### config.mk
export PLATFORM = sky130hd
export DESIGN_NAME = fft_se2pa_stream_flat
export DESIGN_NICKNAME = d
export VERILOG_FILES = /design/src/rtl/fft_se2pa_stream_if.sv /design/src/rtl/fft_se2pa_stream.sv /design/src/flat_wrapper.sv
export SDC_FILE = /design/constraint.sdc
export NUM_CORES = 1
export LEC_CHECK = 0
export ABC_CLOCK_PERIOD_IN_PS = 15300
export BUFFER_PORTS_ARGS = -buffer_cell sky130_fd_sc_hd__buf_4
export CELL_PAD_IN_SITES_DETAIL_PLACEMENT = 1
export CELL_PAD_IN_SITES_GLOBAL_PLACEMENT = 1
export CORE_MARGIN = 1.5
export CORE_UTILIZATION = 49
export DETAILED_ROUTE_END_ITERATION = 10
export GPL_ROUTABILITY_DRIVEN = 0
export GPL_TIMING_DRIVEN = 0
export PLACE_DENSITY = 0.86
export SYNTH_ARGS = -nofsm -noshare
export SYNTH_HDL_FRONTEND = slang
export SYNTH_SLANG_ARGS = --single-unit
### constraint.sdc
create_clock -name clk -period 15.3 [get_ports clk]
set_clock_uncertainty 0.2 [all_clocks]
set_input_delay 1.53 -clock clk [delete_from_list [all_inputs] [get_ports clk]]
set_output_delay 1.53 -clock clk [all_outputs]
set_load 0.01 [all_outputs]
### src/rtl/fft_se2pa_stream_if.sv
// Stream bundle between the FFT sample source, the serial-to-parallel front end
// and the radix engine. The slave modport is the converter's view.
interface fft_se2pa_stream_if #(
   parameter int NB    = 16,
   parameter int LANES = 4,
   parameter int GW    = 8
);
   logic                start;
   logic                br;
   logic                in_vld;
   logic                in_rdy;
   logic [NB-1:0]       dr;
   logic [NB-1:0]       di;
   logic                out_vld;
   logic                out_rdy;
   logic [NB*LANES-1:0] out_r;
   logic [NB*LANES-1:0] out_i;
   logic [GW-1:0]       out_grp;

   modport master (
      output start, br, in_vld, dr, di, out_rdy,
      input  in_rdy, out_vld, out_r, out_i, out_grp
   );

   modport slave (
      input  start, br, in_vld, dr, di, out_rdy,
      output in_rdy, out_vld, out_r, out_i, out_grp
   );
endinterface

### src/rtl/fft_se2pa_stream.sv
// Serial-to-parallel front end of the pipelined FFT: packs LANES consecutive
// complex samples into one wide word, in natural or bit-reversed lane order.
module fft_se2pa_stream #(
   parameter int NB    = 16,
   parameter int LANES = 4,
   parameter int GW    = 8
) (
   input  logic              clk,
   input  logic              rst_n,
   fft_se2pa_stream_if.slave bus
);

   localparam int            CW   = (LANES > 1) ? $clog2(LANES) : 1;
   localparam logic [CW-1:0] LAST = CW'(LANES - 1);

   typedef enum logic {
      OUT_EMPTY,
      OUT_HELD
   } out_state_t;

   out_state_t          state;
   out_state_t          state_nxt;

   logic [CW-1:0]       cnt;
   logic [CW-1:0]       cnt_eff;
   logic [CW-1:0]       lane;
   logic [GW-1:0]       grp;
   logic [GW-1:0]       grp_eff;
   logic                br_hold;
   logic                mode;
   logic                in_rdy;
   logic                accept;
   logic                closing;

   logic [NB-1:0]       buf_r [LANES];
   logic [NB-1:0]       buf_i [LANES];
   logic [NB*LANES-1:0] word_r;
   logic [NB*LANES-1:0] word_i;
   logic [NB*LANES-1:0] out_r_q;
   logic [NB*LANES-1:0] out_i_q;
   logic [GW-1:0]       out_grp_q;

   function automatic logic [CW-1:0] bitrev(input logic [CW-1:0] k);
      logic [CW-1:0] r;
      r = '0;
      for (int b = 0; b < CW; b++) begin
         r[b] = k[CW-1-b];
      end
      return r;
   endfunction

   // START restarts the group in the same cycle, so its sample is sample 0 of the new group
   always_comb begin
      cnt_eff = bus.start ? '0 : cnt;
      grp_eff = bus.start ? '0 : grp;
      mode    = (cnt_eff == '0) ? bus.br : br_hold;
      lane    = mode ? bitrev(cnt_eff) : cnt_eff;
      in_rdy  = bus.start | ~((cnt == LAST) && (state == OUT_HELD) && !bus.out_rdy);
      accept  = bus.in_vld && in_rdy;
      closing = accept && (cnt_eff == LAST);
   end

   // The closing sample always maps to the top lane, so it bypasses the buffer
   always_comb begin
      word_r = '0;
      word_i = '0;
      for (int j = 0; j < LANES; j++) begin
         word_r[NB*j +: NB] = (lane == CW'(j)) ? bus.dr : buf_r[j];
         word_i[NB*j +: NB] = (lane == CW'(j)) ? bus.di : buf_i[j];
      end
   end

   always_comb begin
      state_nxt = state;
      case (state)
         OUT_EMPTY: if (closing) state_nxt = OUT_HELD;
         OUT_HELD:  if (!closing && bus.out_rdy) state_nxt = OUT_EMPTY;
      endcase
   end

   always_ff @(posedge clk or negedge rst_n) begin
      if (!rst_n) begin
         state     <= OUT_EMPTY;
         cnt       <= '0;
         grp       <= '0;
         br_hold   <= 1'b0;
         out_r_q   <= '0;
         out_i_q   <= '0;
         out_grp_q <= '0;
      end else begin
         state <= state_nxt;
         cnt   <= accept ? cnt_eff + 1'b1 : cnt_eff;
         grp   <= closing ? grp_eff + 1'b1 : grp_eff;
         if (accept && (cnt_eff == '0)) begin
            br_hold <= bus.br;
         end
         if (closing) begin
            out_r_q   <= word_r;
            out_i_q   <= word_i;
            out_grp_q <= grp_eff;
         end
      end
   end

   // Collect buffer contents are only meaningful after being written, so no reset
   always_ff @(posedge clk) begin
      if (accept && !closing) begin
         buf_r[lane] <= bus.dr;
         buf_i[lane] <= bus.di;
      end
   end

   assign bus.in_rdy  = in_rdy;
   assign bus.out_vld = (state == OUT_HELD);
   assign bus.out_r   = out_r_q;
   assign bus.out_i   = out_i_q;
   assign bus.out_grp = out_grp_q;

endmodule

### src/flat_wrapper.sv
// flat-port wrapper written by rule: the top's interface ports become plain ports
module fft_se2pa_stream_flat 
#(
   parameter int NB    = 16,
   parameter int LANES = 4,
   parameter int GW    = 8
)
  (clk, rst_n, bus_start, bus_br, bus_in_vld, bus_dr, bus_di, bus_out_rdy, bus_in_rdy, bus_out_vld, bus_out_r, bus_out_i, bus_out_grp);
  fft_se2pa_stream_if #(.NB(NB), .LANES(LANES), .GW(GW)) bus_i ();
  input  logic clk;
  input  logic rst_n;
  input wire logic [$bits(bus_i.start)-1:0] bus_start;
  input wire logic [$bits(bus_i.br)-1:0] bus_br;
  input wire logic [$bits(bus_i.in_vld)-1:0] bus_in_vld;
  input wire logic [$bits(bus_i.dr)-1:0] bus_dr;
  input wire logic [$bits(bus_i.di)-1:0] bus_di;
  input wire logic [$bits(bus_i.out_rdy)-1:0] bus_out_rdy;
  output wire logic [$bits(bus_i.in_rdy)-1:0] bus_in_rdy;
  output wire logic [$bits(bus_i.out_vld)-1:0] bus_out_vld;
  output wire logic [$bits(bus_i.out_r)-1:0] bus_out_r;
  output wire logic [$bits(bus_i.out_i)-1:0] bus_out_i;
  output wire logic [$bits(bus_i.out_grp)-1:0] bus_out_grp;
  assign bus_i.start = bus_start;
  assign bus_i.br = bus_br;
  assign bus_i.in_vld = bus_in_vld;
  assign bus_i.dr = bus_dr;
  assign bus_i.di = bus_di;
  assign bus_i.out_rdy = bus_out_rdy;
  assign bus_in_rdy = bus_i.in_rdy;
  assign bus_out_vld = bus_i.out_vld;
  assign bus_out_r = bus_i.out_r;
  assign bus_out_i = bus_i.out_i;
  assign bus_out_grp = bus_i.out_grp;
  fft_se2pa_stream #(.NB(NB), .LANES(LANES), .GW(GW)) u_core (.clk(clk), .rst_n(rst_n), .bus(bus_i));
endmodule
==> results of run 1 <==
[per-stage QoR]
stage          instance area, µm²  power (mW)
3_3_place_gp                10200        1.23
3_5_place_dp                10400        1.27
4_1_cts                     11300        1.89
5_1_grt                     11300        1.95
6_report                    11300        1.87
2_1_floorplan                8650        1.02
[cell usage after synthesis]
master / number
o21ai_0: 7
xnor2_1: 3
a21oi_1: 2
nor4_1: 2
ha_1: 4
or2_2: 2
buf_2: 10
nand2_1: 8
nor3_1: 1
buf_4: 1
o31ai_1: 2
buf_6: 5
nand2b_4: 1
nand2b_1: 6
nand3_1: 2
mux2_2: 129
inv_1: 6
nor3b_1: 1
xor2_1: 1
clkbuf_1: 1
nor2_1: 4
or4_1: 2
mux2_1: 5
dfrtp_1: 148
o211ai_2: 1
o22a_1: 1
mux2i_1: 4
nor2b_1: 4
nand3b_1: 1
and3_1: 2
edfxtp_1: 96
nand4_1: 1
[logic make-up (layout without fill, tap and decap cells)]
logic type / count (synthesis) / after routing / synth area share, %
buffers and inverters: 23 / 259 / 1.62
XOR/XNOR: 4 / 4 / 0.405
multiplexers: 138 / 138 / 17.9
AO/OA/AOI/OAI: 13 / 13 / 0.940
flip-flops: 244 / 244 / 76.1
adder cells (fa/ha/maj): 4 / 4 / 0.578
AND/OR/NAND/NOR: 37 / 37 / 2.43
[power groups by stage]
stage | logic, mW | clock network [mW] | registers, mW
finish | 0.385 | 0.619 | 0.870
global route | 0.411 | 0.653 | 0.882
CTS | 0.393 | 0.632 | 0.870
detailed placement | 0.387 | 0 | 0.880
global placement | 0.360 | 0 | 0.868
floorplan | 0.103 | 0 | 0.913
[path summary, 6_finish.rpt]
kind,startpoint,cells past startpoint,end,slack [ns]
max reg2reg,u_core.cnt[0],7,u_core.buf_r[2][2],12.48
max,bus_out_rdy,4,bus_in_rdy,11.21
min,u_core.buf_i[0][13],1,u_core.bus.out_i[13],0.28
min in group asynchronous,rst_n,1,u_core.bus.out_r[26],0.82
min reg2reg,u_core.buf_i[0][13],1,u_core.bus.out_i[13],0.28
max in group asynchronous,rst_n,2,u_core.bus.out_i[53],13.26
[sequential cells by signal, indices dropped and copies added (netlist names)]
signal / flops
u_core.bus.out_i: 64
u_core.bus.out_vld: 1
u_core.cnt: 2
u_core.br_hold: 1
u_core.buf_i: 48
u_core.buf_r: 48
u_core.bus.out_grp: 8
u_core.grp: 8
u_core.bus.out_r: 64
[per-layer routing]
layer | global-route usage [%] | vias up
met3 | 5.44 | 36
met1 | 27.5 | 2469
met5 | 0 | -
met4 | 6.50 | 0
met2 | 45.8 | 139
li1 | - | 2121
[area by class of cell]
cell class,count,share of cell area [%]
Inverter,6,0.200
Multi-Input combinational cell,196,17.2
Buffer,17,1.04
Clock buffer,33,6.19
Timing Repair Buffer,190,13.0
Tap cell,225,2.50
Sequential cell,244,58.5
Clock inverter,13,1.31
==> metrics, run 1 <==
CP peak stage delay 0.34 ns; first-pass GRT wire length 33.2 mm; Worst Max-Slew Pin Slew 0.663 ns; post-layout util 65.1%; Max-slew headroom 55.5%; top post-synthesis cells by area dfrtp_1, edfxtp_1, mux2_2; DP Wirelength 15.2 mm; Clock Latency Late Sink 0.52 ns; Storage cell area 6590 µm²; Max Slew Vio Count 0; vias per inst 5.16; WP buf/inv 2; RSZ-0062 raised after global routing false; Setup CP Type primary input to output port; Unique masters post-synth 32; Pre-antenna DRT Iters 5; area of the core 17,300 µm²; pre-CTS setup slack 11.17 ns; setup ws final 11.21 ns; Routed wire per std cell 23.6 µm; Sw Pwr 489 µW; commonest non-fill, non-tap cell in the layout buf_4; M1 WL 8.19 mm; Ports 176; post-synth top area cell dfrtp_1; Worst IR Drop VDD 152 µV; Syn Nets 505; slowest CP cell or2_2; Die ar. 18,500 µm²; DRC Markers 0; Post-CTS Setup Bufs 0; CP endpoint kind output port; cell-internal power 1.39 mW; leakage 4.99 nW; Tcrit/Tclk final 26.8%; routed vias 4,765; GR Overflow Total 0; delay-heaviest family, CP simple AND/OR/NAND/NOR gates; Hold Path Class flip-flop to flip-flop; largest net degree at the start of global routing 81; Gates resized, CTS repair 0; Final ANT Viol Nets 0; final hold violation count 0; Crit path arrival time 2.36 ns; DP Cell Count 878; H-tree levels 1; # setup viols final 0; Max Freq 244 MHz; Pwr Density 166 nW/µm²; number of buffers created by CTS 25; CTS tree yes; max cap viols 0; Hold Slack 0.277 ns; syn avg cell area 18.7 µm²; CP Launch Type primary input; share of post-route cells with drive strength above 1 54.6%; final WL 21.8 mm; metal2 WL 12.0 mm; die extent in y 136 µm; CP max FO 3; fin nets 722; Filler cells 1,554; register area share after synthesis 76.1%; Port Buf Inserts 175; Clock transition at path regs 0.06 ns; final std cells w/o fill 924; clk buf depth 3; Post-CTS Hold Fix Bufs 0; most numerous cell on the critical path buf_4; Multi-input gate area 1940 µm²; top layer in use met4; yosys warns 0; Final TNS setup 0 ns; Netlist Area Pre-Place 8650 µm²; chip width 136 µm; All-Layer GR Usage 24.2%; Root Driver clkbuf_16; synthesis-to-finish area growth 30.2%; cell row count 48; Gate Count Post-Synth 463; vias in the first global route 5,510; status finished, final reports clean; share of the synthesized area in the top cell type 42.8%; clock share of power 33.0%; Initial DRC Count 152; Yosys reg bits 244; leading cell types in the layout, fill and taps excluded buf_4, dfrtp_1, mux2_2, edfxtp_1, clkbuf_16; Comb power frac 20.6%; met3 wire length 1.08 mm; CP required 13.57 ns; n_diodes 0; initial antenna violation count 0; crit path cell chain buf_4 > nand3b_1 > or2_2 > buf_4; Initial Util 50.0%; switch share 26.1%; sequential group share of total power 46.4%; post-layout min period 4.09 ns; # clock sinks 244
(Power assumes the default switching activity.)
==> run 2: changes to the inputs <==
Settings changed: ABC_CLOCK_PERIOD_IN_PS 15300 to 3600, CORE_UTILIZATION 49 to 41, PLACE_DENSITY 0.86 to 0.77.
Clock period 15.3 ns to 3.6 ns, I/O delays scaled along.
==> metrics, run 2 (same netlist as run 1, synthesis figures left out) <==
status finished, final reports clean (unchanged); H-tree levels 1 (unchanged); Max-slew headroom 48.6% (was 55.5%); synthesis-to-finish area growth 36.0% (was 30.2%); final hold violation count 0 (unchanged); Root Driver clkbuf_16 (unchanged); n_diodes 0 (unchanged); CP endpoint kind flip-flop (was output port); final WL 22.0 mm (was 21.8 mm); Worst IR Drop VDD 380 µV (was 152 µV); clk buf depth 3 (unchanged); Multi-input gate area 1950 µm² (was 1940 µm²); vias in the first global route 5,827 (was 5,510); leading cell types in the layout, fill and taps excluded buf_4, dfrtp_1, mux2_2, edfxtp_1, dlygate4sd3_1 (was buf_4, dfrtp_1, mux2_2, edfxtp_1, clkbuf_16); Storage cell area 6590 µm² (unchanged); most numerous cell on the critical path buf_4 (unchanged); number of buffers created by CTS 26 (was 25); # clock sinks 244 (unchanged); Initial Util 42.2% (was 50.0%); leakage 5.18 nW (was 4.99 nW); RSZ-0062 raised after global routing false (unchanged); placed instance area 10,500 µm² (was 10,400 µm²); Clock Latency Late Sink 0.53 ns (was 0.52 ns); post-layout min period 3.00 ns; Final TNS setup 0 ns (unchanged); final std cells w/o fill 1,006 (was 924); Ports 176 (unchanged); vias per inst 4.95 (was 5.16); Final ANT Viol Nets 0 (unchanged); Crit path arrival time 3.05 ns (was 2.36 ns); Hold Path Class primary input to flip-flop (was flip-flop to flip-flop); CP max FO 9 (was 3); first-pass GRT wire length 34.0 mm (was 33.2 mm); Post-CTS Setup Bufs 0 (unchanged); Routed wire per std cell 21.8 µm (was 23.6 µm); CTS tree yes (unchanged); Tcrit/Tclk final 83.4%; Pwr Density 695 nW/µm² (was 166 nW/µm²); Pre-antenna DRT Iters 4 (was 5); Die ar. 22,000 µm² (was 18,500 µm²); max cap viols 0 (unchanged); DP Cell Count 921 (was 878); DRC Markers 0 (unchanged); fin nets 758 (was 722); GR Overflow Total 0 (unchanged); Hold Slack 0.0453 ns (was 0.277 ns); Initial DRC Count 142 (was 152); share of post-route cells with drive strength above 1 52.2% (was 54.6%); finished layout cell area 11,800 µm² (was 11,300 µm²); Worst Max-Slew Pin Slew 0.764 ns (was 0.663 ns); routed vias 4,984 (was 4,765); die extent in y 148 µm (was 136 µm); CP Launch Type flip-flop (was primary input); commonest non-fill, non-tap cell in the layout buf_4 (unchanged); crit path cell chain nand2b_1 > ha_1 > mux2i_1 > mux2i_1 > nor4_2 > buf_4 > buf_4 > buf_4 (was buf_4 > nand3b_1 > or2_2 > buf_4); # setup viols final 0 (unchanged); area of the core 20,500 µm² (was 17,300 µm²); Clock transition at path regs 0.06 ns (about the same); cell row count 52 (was 48); Port Buf Inserts 175 (unchanged); All-Layer GR Usage 20.5% (was 24.2%); chip width 148 µm (was 136 µm); DP Wirelength 14.6 mm (was 15.2 mm); Tot Pwr 8.17 mW (was 1.87 mW); Max Slew Vio Count 0 (unchanged); CP required 3.64 ns (was 13.57 ns); CP peak stage delay 0.58 ns (was 0.34 ns); Setup CP Type flip-flop to flip-flop (was primary input to output port); largest net degree at the start of global routing 87 (was 81); slowest CP cell nor4_2 (was or2_2); initial antenna violation count 0 (unchanged); Max Freq 333 MHz; Filler cells 1,869 (was 1,554)
run 2: cell types whose count changed in the layout (fill, tap and decap cells not counted), sizes merged:
cell	change
bufinv	+2
buf	-2
clkbuf	-5
clkinv	+5
inv	-1
dlygate4sd3	+37
clkinvlp	+1
run 2: through the flow:
| stage | worst slack [ns] | utilization (%) |
|---|---|---|
| finish | 0.599 | 57.4 |
| global route | 0.443 | 57.4 |
| CTS | 0.537 | 57.4 |
| detailed placement | 0.391 | 51.1 |
| global placement | -4.38 | 50.3 |
| floorplan | -1.26 | - |
run 2: path summary, 6_finish.rpt:
path | startpoint | end | slack [ns] | depth (start not counted)
min | bus_start | u_core.grp[0] | 0.05 | 3
max reg2reg | u_core.cnt[0] | u_core.buf_r[2][11] | 0.60 | 8
min reg2reg | u_core.buf_i[1][11] | u_core.bus.out_i[27] | 0.27 | 1
max | u_core.cnt[0] | u_core.buf_r[2][11] | 0.60 | 8
min in group asynchronous | rst_n | u_core.bus.out_r[22] | 0.19 | 2
max in group asynchronous | rst_n | u_core.bus.out_i[21] | 2.13 | 3
run 2: metal layers:
metal	wire length (µm)	global-route usage, %	vias to the layer above	part of all wire [%]
li1	-	-	2186	-
met1	8550	24.5	2622	39
met2	11700	37.0	144	53
met3	1210	4.82	32	5.5
met4	479	5.59	0	2.2
met5	0	0	-	0
run 2: worst max-delay path: cells and delay by family, from the launching register on:
family                     cells  cell delay [ns]
DFF                            1             0.41
and+or+nand+nor                2             0.73
muxes                          2             0.46
adders and majority gates      1             0.21
buffers and inverters          3             0.71
run 2: cell type report:
cell class | instances | share of cell area, %
inverter | 6 | 0.191
tap | 270 | 2.87
clock buffer | 28 | 5.76
clock inverter | 20 | 2.03
multi-input combinational | 196 | 16.6
timing repair buffer | 225 | 15.6
sequential | 244 | 56.0
buffer | 17 | 1.00
run 2: what timing repair did:
action                    in CTS  in global routing
gates resized for setup        0                  0
hold buffers                  37                  0
hold endpoints to repair     194                  0
run 2: where the power goes:
part	switching, mW	internal [mW]
registers	0.289	3.40
clock network	1.10	1.72
logic	0.727	0.933
total	2.12	6.06
